## config.mk

```make
export PLATFORM = sky130hd
export DESIGN_NAME = writeback
export DESIGN_NICKNAME = d
export VERILOG_FILES = /design/src/rtl/writeback_pkg.sv /design/src/rtl/writeback_load_align.sv /design/src/rtl/writeback.sv
export SDC_FILE = /design/constraint.sdc
export NUM_CORES = 1
export LEC_CHECK = 0
export ABC_AREA = 1
export CAP_MARGIN = 25
export CORE_AREA = 2 2 176 178
export DETAILED_ROUTE_END_ITERATION = 8
export DIE_AREA = 0 0 178 180
export GPL_TIMING_DRIVEN = 0
export PLACE_DENSITY = 0.52
export SYNTH_ARGS = -nofsm -noshare
export SYNTH_HDL_FRONTEND = slang
export SYNTH_SLANG_ARGS = --single-unit
```

## constraint.sdc

```tcl
create_clock -name clk -period 2.2 [get_ports clk]
set_input_delay 0.44 -clock clk [delete_from_list [all_inputs] [get_ports clk]]
set_output_delay 0.44 -clock clk [all_outputs]
set_load 0.05 [all_outputs]
```

## src/rtl/writeback_pkg.sv

```systemverilog
// writeback_pkg: shared encodings for the writeback stage.
//   - write_select encodings (register-file write source)
//   - load_store_size encodings
//   - exception cause constants
//   - FSM state type and state constants
package writeback_pkg;

  // Register-file write source
  localparam logic [1:0] WS_ALU    = 2'b00;
  localparam logic [1:0] WS_CSR    = 2'b01;
  localparam logic [1:0] WS_LOAD   = 2'b10;
  localparam logic [1:0] WS_NEXTPC = 2'b11;

  // Memory access size (2'b11 is treated as a word)
  localparam logic [1:0] SZ_BYTE = 2'b00;
  localparam logic [1:0] SZ_HALF = 2'b01;
  localparam logic [1:0] SZ_WORD = 2'b10;

  // Exception causes
  localparam int unsigned EC_MISALIGNED_FETCH = 0;
  localparam int unsigned EC_ILLEGAL          = 2;
  localparam int unsigned EC_BREAKPOINT       = 3;
  localparam int unsigned EC_MISALIGNED_LOAD  = 4;
  localparam int unsigned EC_MISALIGNED_STORE = 6;
  localparam int unsigned EC_ECALL            = 11;

  // Sequencer states
  typedef logic [0:0] wb_state_t;
  localparam wb_state_t ST_RUN = 1'b0;
  localparam wb_state_t ST_WFI = 1'b1;

endpackage

```

## src/rtl/writeback_load_align.sv

```systemverilog
// writeback_load_align: purely combinational load formatter.
//   data      - raw aligned 32-bit memory word
//   addr_lo   - byte offset of the access within the word
//   size      - access size (byte/half/word, 2'b11 treated as word)
//   is_signed - sign-extend (1) or zero-extend (0) sub-word loads
//   result    - lane-selected, extended value
module writeback_load_align
  import writeback_pkg::*;
(
  input  logic [31:0] data,
  input  logic [1:0]  addr_lo,
  input  logic [1:0]  size,
  input  logic        is_signed,
  output logic [31:0] result
);

  logic [31:0] byte_shift;
  logic [31:0] half_shift;

  // Move the addressed lane down to bit 0 before extending.
  assign byte_shift = data >> {addr_lo, 3'b000};
  assign half_shift = data >> {addr_lo[1], 4'b0000};

  always_comb begin
    result = data;
    case (size)
      SZ_BYTE: result = {{24{is_signed & byte_shift[7]}}, byte_shift[7:0]};
      SZ_HALF: result = {{16{is_signed & half_shift[15]}}, half_shift[15:0]};
      default: result = data;
    endcase
  end

endmodule

```

## src/rtl/writeback.sv

```systemverilog
// writeback: final pipeline stage.
//   Inputs : registered entry from the memory stage (pc, next_pc, alu/csr/load
//            data, control flags, exception info), stall_in, interrupt request
//            and the trap vector / mret target from the CSR unit.
//   Outputs: register-file and CSR write ports, trap-entry / mret / retire
//            strobes, registered redirect to earlier stages, data_hazard rd
//            and stall_out.
//   Commit happens combinationally in the cycle an entry is presented; only
//   the sequencer state and the redirect are registered.
module writeback
  import writeback_pkg::*;
#(
  parameter bit IRQ_ENABLE = 1'b1,
  parameter int ECAUSE_W   = 4
) (
  input  logic                clk,
  input  logic                reset,
  input  logic [31:0]         pc_in,
  input  logic [31:0]         next_pc_in,
  input  logic [31:0]         alu_data_in,
  input  logic [31:0]         csr_data_in,
  input  logic [31:0]         load_data_in,
  input  logic [1:0]          load_store_size,
  input  logic                load_signed,
  input  logic [1:0]          write_select_in,
  input  logic [4:0]          rd_addr_in,
  input  logic [11:0]         csr_addr_in,
  input  logic                mret_in,
  input  logic                wfi_in,
  input  logic                valid_in,
  input  logic                exception_in,
  input  logic [ECAUSE_W-1:0] ecause_in,
  input  logic                stall_in,
  input  logic                irq_pending,
  input  logic [ECAUSE_W-1:0] irq_cause,
  input  logic [31:0]         mtvec_in,
  input  logic [31:0]         mepc_in,
  output logic [4:0]          data_hazard,
  output logic                rf_we,
  output logic [4:0]          rf_waddr,
  output logic [31:0]         rf_wdata,
  output logic                csr_we,
  output logic [11:0]         csr_waddr,
  output logic [31:0]         csr_wdata,
  output logic                trap_out,
  output logic [31:0]         trap_epc,
  output logic [31:0]         trap_cause,
  output logic                mret_out,
  output logic                retire,
  output logic                redirect,
  output logic [31:0]         redirect_addr,
  output logic                stall_out
);

  wb_state_t   state_reg;
  wb_state_t   state_next;
  logic        running;
  logic        take_irq;
  logic        commit;
  logic        commit_ok;   // committed and not excepting
  logic        trap;
  logic [31:0] load_value;

  writeback_load_align u_load_align (
    .data      (load_data_in),
    .addr_lo   (alu_data_in[1:0]),
    .size      (load_store_size),
    .is_signed (load_signed),
    .result    (load_value)
  );

  assign running  = (state_reg == ST_RUN);
  // An interrupt steals the presented entry; it is replayed after the handler.
  assign take_irq = IRQ_ENABLE && irq_pending && valid_in && !stall_in && running;
  assign commit   = valid_in && !stall_in && running && !take_irq;
  assign commit_ok = commit && !exception_in;
  assign trap     = take_irq || (commit && exception_in);

  // Register-file port
  always_comb begin
    rf_wdata = alu_data_in;
    case (write_select_in)
      WS_CSR:    rf_wdata = csr_data_in;
      WS_LOAD:   rf_wdata = load_value;
      WS_NEXTPC: rf_wdata = next_pc_in;
      default:   rf_wdata = alu_data_in;
    endcase
  end
  assign rf_we    = commit_ok && (rd_addr_in != 5'd0) && !trap;
  assign rf_waddr = rd_addr_in;

  // CSR port
  assign csr_we    = commit_ok && (write_select_in == WS_CSR);
  assign csr_waddr = csr_addr_in;
  assign csr_wdata = alu_data_in;

  // Trap / mret / retire strobes
  assign trap_out   = trap;
  assign trap_epc   = pc_in;
  assign trap_cause = take_irq ? {1'b1, {(31-ECAUSE_W){1'b0}}, irq_cause}
                               : {{(32-ECAUSE_W){1'b0}}, ecause_in};
  assign mret_out   = commit_ok && mret_in;
  assign retire     = commit_ok;

  assign data_hazard = (valid_in && !exception_in && running) ? rd_addr_in : 5'd0;
  assign stall_out   = stall_in || (state_reg == ST_WFI);

  // Any pending interrupt wakes the core, even if interrupts are not taken.
  always_comb begin
    state_next = state_reg;
    if (running) begin
      if (commit_ok && wfi_in)
        state_next = ST_WFI;
    end else if (irq_pending) begin
      state_next = ST_RUN;
    end
  end

  always_ff @(posedge clk or posedge reset) begin
    if (reset) begin
      state_reg     <= ST_RUN;
      redirect      <= 1'b0;
      redirect_addr <= 32'd0;
    end else begin
      state_reg <= state_next;
      redirect  <= trap || mret_out;
      if (trap)
        redirect_addr <= mtvec_in & ~32'h3;
      else if (mret_out)
        redirect_addr <= mepc_in;
      else
        redirect_addr <= 32'd0;
    end
  end

endmodule

```

==> Yosys cells after proc, flatten, opt, wreduce, memory -nomap -nowiden <==
Cells that the tools add are included.
Widths: inputs -> output; s select.
{ "totals": {"wordCells": 45, "reg_bits": 34, "in_bits": 262, "out_inout_bits": 189} }
{ "op_classes": {"muxes": 9, "n_reduce_logical": 24, "bitwise_logic": 3, "shifts": 2, "n_eq_ne": 4} }
{ "op_table": {"columns": ["op", "count"], "rows": [
  ["$mux 32", 3],
  ["$pmux 32 s3", 1],
  ["$pmux 32 s2", 1],
  ["$shr 32x5->16", 1],
  ["$shr 32x5->8", 1],
  ["$logic_and 1x1->1", 15],
  ["$mux 5", 1],
  ["$reduce_bool 5->1", 1],
  ["$eq 2x1->1 const B", 2],
  ["$eq 2x2->1 const B", 2],
  ["$logic_not 1->1", 4],
  ["$logic_or 1x1->1", 3],
  ["$mux 1", 3],
  ["$and 1x1->1", 2],
  ["$logic_not 2->1", 1],
  ["$not 1->1", 1]
]} }

==> Longest topological paths before layout <==
Gate-level depths: netlist of run 1.
{ "logic_depth": {"ltp_word": 9, "ltp_mapped": 11, "ltp_nobuf": 9} }

==> Hierarchy <==
Synthesis of run 1 repeated with hierarchy kept, for this count alone.
{ "hier_totals": {"cells_unflattened": 631, "area_unflattened_um2": 4070.2} }
{ "modules_own_cells": {"columns": ["mod", "instances", "area_per_inst_um2", "seq_area_each_um2", "cells_each"], "rows": [
  ["writeback", 1, 3161.8, 850.8, 478],
  ["writeback_load_align", 1, 908.4, 0.0, 153]
]} }

==> Least setup slack after synthesis of run 1 <==
No wires, ideal clock.
{ "synth_path": {"path_type": "input to output", "startpoint": "in write_select_in[1]", "endpoint": "out rf_wdata[14]", "t_required_ps": 1760, "path_stages": 5, "setup_slack_ps": -281, "arrival_time_ps": 2041, "path_buffers": 2, "cell_sequence": "buf_2 nor2_2 clkbuf_1 a221oi_1 a21oi_1"} }
{ "synth_between": {"elab_chain_cells": 2, "word_cells_on_any_way": 4, "classes_between": "eq/ne: 3; mux: 1"} }
{ "synth_rtl": {"columns": ["element", "line_no", "text"], "rows": [
  ["start, declared", "writeback.sv:25", "input logic [1:0] write_select_in,"],
  ["$eq 2x2->1 / $eq 2x1->1 (equally long branches)", "writeback.sv:82", "case (write_select_in)"],
  ["$pmux 32 s3 (*)", "writeback.sv:82", null],
  ["end, declared", "writeback.sv:41", "output logic [31:0] rf_wdata,"]
]} }
Every way passes the cells marked *; elsewhere a longest branch is shown, timed or not.

==> Worst setup path in the final report of run 1 <==
{ "layout_path": {"startpoint": "in load_signed", "endpoint": "out rf_wdata[27]"} }
{ "layout_between": {"elab_chain_cells": 3, "word_cells_on_any_way": 4, "classes_between": "mux: 2; bitwise: 2"} }
{ "layout_rtl": {"columns": ["element", "line_no", "text"], "rows": [
  ["start, declared", "writeback.sv:24", "input logic load_signed,"],
  ["$and 1x1->1, on equally long branches", "writeback_load_align.sv:28, writeback_load_align.sv:27", null],
  ["$pmux 32 s2 (*)", "writeback_load_align.sv:26", "case (size)"],
  ["$pmux 32 s3 (*)", "writeback.sv:82", null]
]} }
Marked as above.

==> metrics, run 1 <==
Area Growth Syn to Fin=140.5%; Synth Warn #=0; design area=8934 um^2; unrepaired setup endpoints after global routing=true; number of remaining DRC errors=0; Initial Util=between 10% and 20%; Max VDD drop=0.2809 mV; largest net degree at the start of global routing=35; violated checks=negative setup slack; Clock Tree Buf Depth=2; Die X-Extent=about 180 um; Worst Reg-to-Reg Cells=10; CP Launch Point=load_signed; H-tree depth=2; die height=~180 um; first-pass GRT wire length=33580 um; layout cell share with drive strength beyond 1=about a third; nets=1244; reg2reg setup slack=420 ps; num ports=between 400 and 500; pwr dens=approximately 420 nW/um^2; DPL Wire Length=a little over 20000 um; antenna-violating nets left=0; critical path fanouts, max=7; global-route total usage across every layer=about 14%; CP Class=input port to output port; Num CTS Buffers=5; max reg flops=32; Worst EP required=1760 ps; skew final=~5.5 ps; Critical-path top delay cell=dlygate4sd2_1; Fmax=between 400 and 500 MHz; buffers and inverters on the worst path=4; Slew Limit Fails=0; antenna violations before repair=2; Post-DP Area=between 8000 and 9000 um^2; capture point of the worst reg-to-reg path=redirect_addr[11]; Seq/Total Area, Yosys=~23%; slew at the pin closest to its max-slew limit=745.9 ps; stages on the worst setup path=8; drt total wl=approximately 24000 um; hold buffers post-CTS=0; Setup crit end=rf_wdata[27]; Avg WL per Cell=~17 um; Inst Count DP=between 1000 and 1500; CP arrival=approximately 1800 ps; RR Startpoint=state_reg; Post-Syn Area per Cell=between 6 and 7 um^2; slew margin rel.=50.20%; Mapped Cells=approximately 550; period utilization=100.2%; #FFs+latches synth=34; DR vias/cell=~3.8; vias in the first global route=5363; delay-heaviest family, CP=buffers and inverters; Tmin final=~2200 ps; drt first pass iters=5; Clock Latency Late Sink=between 200 and 300 ps; CTS tree=built; worst-path cell chain=dlygate4sd2_1, nand3_2, nand3_4, buf_12, buf_16, nand2_8, a21oi_4, buf_6; root buffer cell=clkbuf_16; # clock sinks=34; status=finished, violations left; Final Worst Setup Slack=-4.902 ps; CP peak stage delay=roughly 360 ps; cell row count=between 60 and 70; max-cap violations=0; CP Launch Type=input port; Crit. End Element=output port; synthesized area=around 3700 um^2; Final Non-Filler Cells=1381; vias=around 5200; Fin. Hold Viols=0; number of library cell types mapped by synthesis=30; Starting DRT DRC Count=between 150 and 200; Hold Path Class=flip-flop to flip-flop; Post-Place Setup Slack=-1335 ps; Setup-failing EPs final=1; core box area=roughly 30000 um^2; Leak Pwr=~0.0041 uW; IO buf count=373; gr ovfl total=0; Reg clk slew, reported paths=about 50 ps; die area=32040 um^2; RePlAce Congestion=0.9038
==> tightest hold or removal path, stage by stage (launching register included) <==
cell	delay [ps]
dfrtp_1	380
inv_1	70
o21ai_0	70
==> cell families after synthesis <==
| family | synth area share (%) |
|---|---|
| AO/OA/AOI/OAI | 17.35 |
| buffers and inverters | 28.19 |
| flip-flops | 22.90 |
| other | 0.1009 |
| AND/OR/NAND/NOR | 31.46 |
==> stage by stage <==
step	setup TNS [ps]	hold WS (ps)	utilization, %	total power, uW
4_1_cts	-90.64	557.8	28.87	3740
6_report	-4.902	565.5	29.59	3771
2_1_floorplan	0	516.7	-	1945
3_3_place_gp	-47450	544.7	27.06	2850
3_5_place_dp	-48290	547.1	27.06	2853
5_1_grt	-406.0	617.3	29.59	3927
==> what timing repair did <==
item                       CTS  global route
setup endpoints to repair   84            40
resized for setup          419            63
buffers inserted            15             8
pin swaps                   18            17
cloned                       1             1
==> worst min path at each step <==
stage / startpoint / to / slack [ps] / cells after the start
after floorplan: state_reg / state_reg / 520 / 2
after global placement: state_reg / state_reg / 540 / 2
after detailed placement: state_reg / state_reg / 550 / 2
after CTS: state_reg / state_reg / 560 / 2
after global routing: state_reg / state_reg / 620 / 2
final: state_reg / state_reg / 570 / 2
==> where the power goes <==
| part | internal, uW | leakage, uW | switching (uW) |
|---|---|---|---|
| Combinational | 955 | 0.00354 | 1330 |
| Sequential | 652 | 0.000462 | 10.3 |
| Clock | 530 | 0.0000836 | 291 |
| Total | 2140 | 0.00409 | 1630 |
==> cells in the mapped netlist, drive strengths merged <==
cell	number	area [um^2]
nor2	73	302.8
a21oi	25	162.6
a22o	30	262.8
nand3	20	112.6
nand4	6	37.54
o21ai	8	40.04
a31oi	1	6.260
dfrtp	34	850.8
clkbuf	16	60.06
buf	118	887.1
a22oi	2	15.01
a221oi	18	157.7
nand2	174	703.2
conb	1	3.750
inv	24	100.1
nand3b	1	7.510
nor3	1	5.000
==> placed cells by master, fill, tap and decap left out, drive strengths merged, types with 5 or more instances in the layout <==
cell,netlist,final
nand2,174,174
clkdlybuf4s15,0,5
nand3,20,20
a21oi,25,25
dlygate4sd2,0,38
clkdlybuf4s50,0,280
buf,118,180
a221oi,18,18
conb,1,27
inv,24,24
a22o,30,30
dfrtp,34,34
clkbuf,16,31
nor2,73,73
o21ai,8,8
nand4,6,6
==> routing by layer <==
layer | global-route usage, % | vias up | share of wire [%]
met4 | 1.639 | 0 | 0.82
met1 | 17.14 | 2384 | 41
li1 | - | 2536 | -
met3 | 2.432 | 14 | 6.4
met5 | 0 | - | 0
met2 | 26.60 | 262 | 52
==> area by class of cell <==
cell class / count / area, um^2
Fill cell: 3238 / 21260
Timing Repair Buffer: 398 / 3875
Multi-Input combinational cell: 386 / 2356
Buffer: 133 / 1064
Sequential cell: 34 / 850.8
Tap cell: 396 / 495.5
Clock buffer: 5 / 125.1
Inverter: 24 / 122.6
Clock inverter: 3 / 40.04
Antenna cell: 2 / 5.005
Power figures use the tool's default switching activity.
==> run 2, diff against run 1 <==
--- a/config.mk
+++ b/config.mk
@@ -11,6 +11,7 @@
 export DETAILED_ROUTE_END_ITERATION = 8
 export DIE_AREA = 0 0 178 180
 export GPL_TIMING_DRIVEN = 0
+export HOLD_SLACK_MARGIN = 0.1
 export PLACE_DENSITY = 0.52
 export SYNTH_ARGS = -nofsm -noshare
 export SYNTH_HDL_FRONTEND = slang
==> results of run 2 <==
Final layout, timing and power as in run 1 (identical DEF).
==> run 3, diff against run 2 <==
--- a/config.mk
+++ b/config.mk
@@ -10,9 +10,9 @@
 export CORE_AREA = 2 2 176 178
 export DETAILED_ROUTE_END_ITERATION = 8
 export DIE_AREA = 0 0 178 180
-export GPL_TIMING_DRIVEN = 0
 export HOLD_SLACK_MARGIN = 0.1
 export PLACE_DENSITY = 0.52
 export SYNTH_ARGS = -nofsm -noshare
 export SYNTH_HDL_FRONTEND = slang
 export SYNTH_SLANG_ARGS = --single-unit
+export TNS_END_PERCENT = 10
==> run 3 against run 2 <==
  * The run now ends clean
  * Sequential power about the same
  * Worst setup slack improved by 55 ps
  * Register-to-register slack gained 300 ps
  * Total power down 7.9%
  * Die area stayed put
  * Clock-buffer cell count is 2 higher
  * Highest routed layer unchanged
  * Flip-flop and latch count unchanged
  * Non-clock buffer count fell by 133
  * Critical endpoint is now rf_wdata[25]
  * Fmax grew 2.6%
  * Clock skew decreased by 2.7 ps
==> metrics, run 3 (synthesis gave the netlist of run 1 again) <==
fillcell total=roughly 3300; cell row count=64; RePlAce Congestion=0.8246; slew at the pin closest to its max-slew limit=605.9 ps; critical path fanouts, max=16; Slew Limit Fails=0; skew final=2.715 ps; layout cell share with drive strength beyond 1=30.24%; hold buffers post-CTS=0; Worst EP required=1760 ps; Avg WL per Cell=17.95 um; IO buf count=333; period utilization=between 90% and 100%; CP arrival=~1700 ps; Fin. Hold Viols=0; CTS tree=built; antenna violations before repair=0; max-cap violations=0; num ports=about 450; root buffer cell=clkbuf_16; Crit. End Element=output port; Num CTS Buffers=5; commonest non-fill, non-tap cell in the layout=clkdlybuf4s50_1; H-tree depth=2; slew margin rel.=between 50% and 60%; Leak Pwr=0.003707 uW; Area Growth Syn to Fin=124.9%; max reg flops=32; Setup-failing EPs final=0; number of remaining DRC errors=0; vias=4700; DPL Wire Length=19480 um; drt first pass iters=4; die height=180 um; Reg clk slew, reported paths=around 50 ps; drt total wl=between 20000 and 25000 um; nets=1111; status=complete, no violations; largest net degree at the start of global routing=35; # clock sinks=34; Clock Tree Buf Depth=2; antenna-violating nets left=0; CP Launch Type=input port; Post-DP Area=about 7800 um^2; Max VDD drop=between 0.2 and 0.3 mV; gr ovfl total=0; core box area=slightly above 30000 um^2; die area=32040 um^2; CP Class=input port to output port; setup_tns=0 ps; vias in the first global route=between 4000 and 5000; Die X-Extent=178 um; DR vias/cell=3.772; Initial Util=12.31%; Clock Latency Late Sink=~280 ps; first-pass GRT wire length=~31000 um; Hold Path Class=input port to async pin; Starting DRT DRC Count=about 170; Fmax=between 400 and 500 MHz; unrepaired setup endpoints after global routing=true; global-route total usage across every layer=a little over an eighth; pwr dens=between 400 and 500 nW/um^2; design area=about 8400 um^2; Antenna Cells=0; commonest non-fill, non-tap cells in the layout=235 x clkdlybuf4s50_1, 138 x nand2_1, 68 x buf_12; Tmin final=around 2100 ps
## run 3: stage by stage
step           total power [uW]  hold slack [ps]  util, %  setup slack [ps]  std cells
2_1_floorplan              1908            516.7        -            -281.1        578
3_3_place_gp               2669            564.4    25.82            -527.9       1233
3_5_place_dp               2668            583.7    25.82            -542.2       1233
4_1_cts                    3464            577.9    27.21            -30.08       1246
5_1_grt                    3622            600.7    27.67            -31.37       1246
6_report                   3471            557.0    27.67             50.42       1246
## run 3: worst paths after layout
path | to | start | slack, ps | depth (start not counted)
max in group asynchronous | redirect_addr[22] | reset | 1320 | 3
max | rf_wdata[25] | write_select_in[1] | 50 | 8
min reg2reg | state_reg | state_reg | 610 | 2
min in group clk | state_reg | state_reg | 610 | 2
max reg2reg | redirect_addr[5] | state_reg | 720 | 9
min | redirect_addr[9] | reset | 560 | 3
## run 3: final cells by class
class / count / area, um^2 / area share [%]
clock inverters: 1 / 5.005 / 0.05992
repair buffers: 398 / 4527 / 54.19
multi-input cells: 386 / 2225 / 26.63
inverters: 24 / 107.6 / 1.288
well taps: 396 / 495.5 / 5.932
flip-flops and latches: 34 / 850.8 / 10.19
clock buffers: 7 / 142.6 / 1.708
## run 3: what timing repair did
action | in CTS | in global routing
buffers inserted | 5 | 1
cloned | 0 | 0
endpoints found under the setup margin | 34 | 40
resized for setup | 91 | 49
pin swaps | 17 | 18
## run 3: critical path: stages
cell and delay, ps:
clkdlybuf4s15_2 290, inv_2 80, nor2_4 120, inv_4 100
nor2_1 250, nand2_2 90, a21oi_2 110, buf_4 200
## run 3: report_power, final
| part | leakage [uW] | internal (uW) | switching, uW | total [uW] |
|---|---|---|---|---|
| combinational | 0.00317 | 950 | 1150 | 2100 |
| clock | 0.0000739 | 449 | 262 | 711 |
| sequential | 0.000462 | 652 | 10.3 | 662 |
| total | 0.00371 | 2050 | 1420 | 3470 |
## run 3: metal layers
layer  GRT usage [%]  routed length, um
met3           3.257               1756
met4           3.967                672
met1           15.96               8919
met2           22.70              11020
met5               0                  0
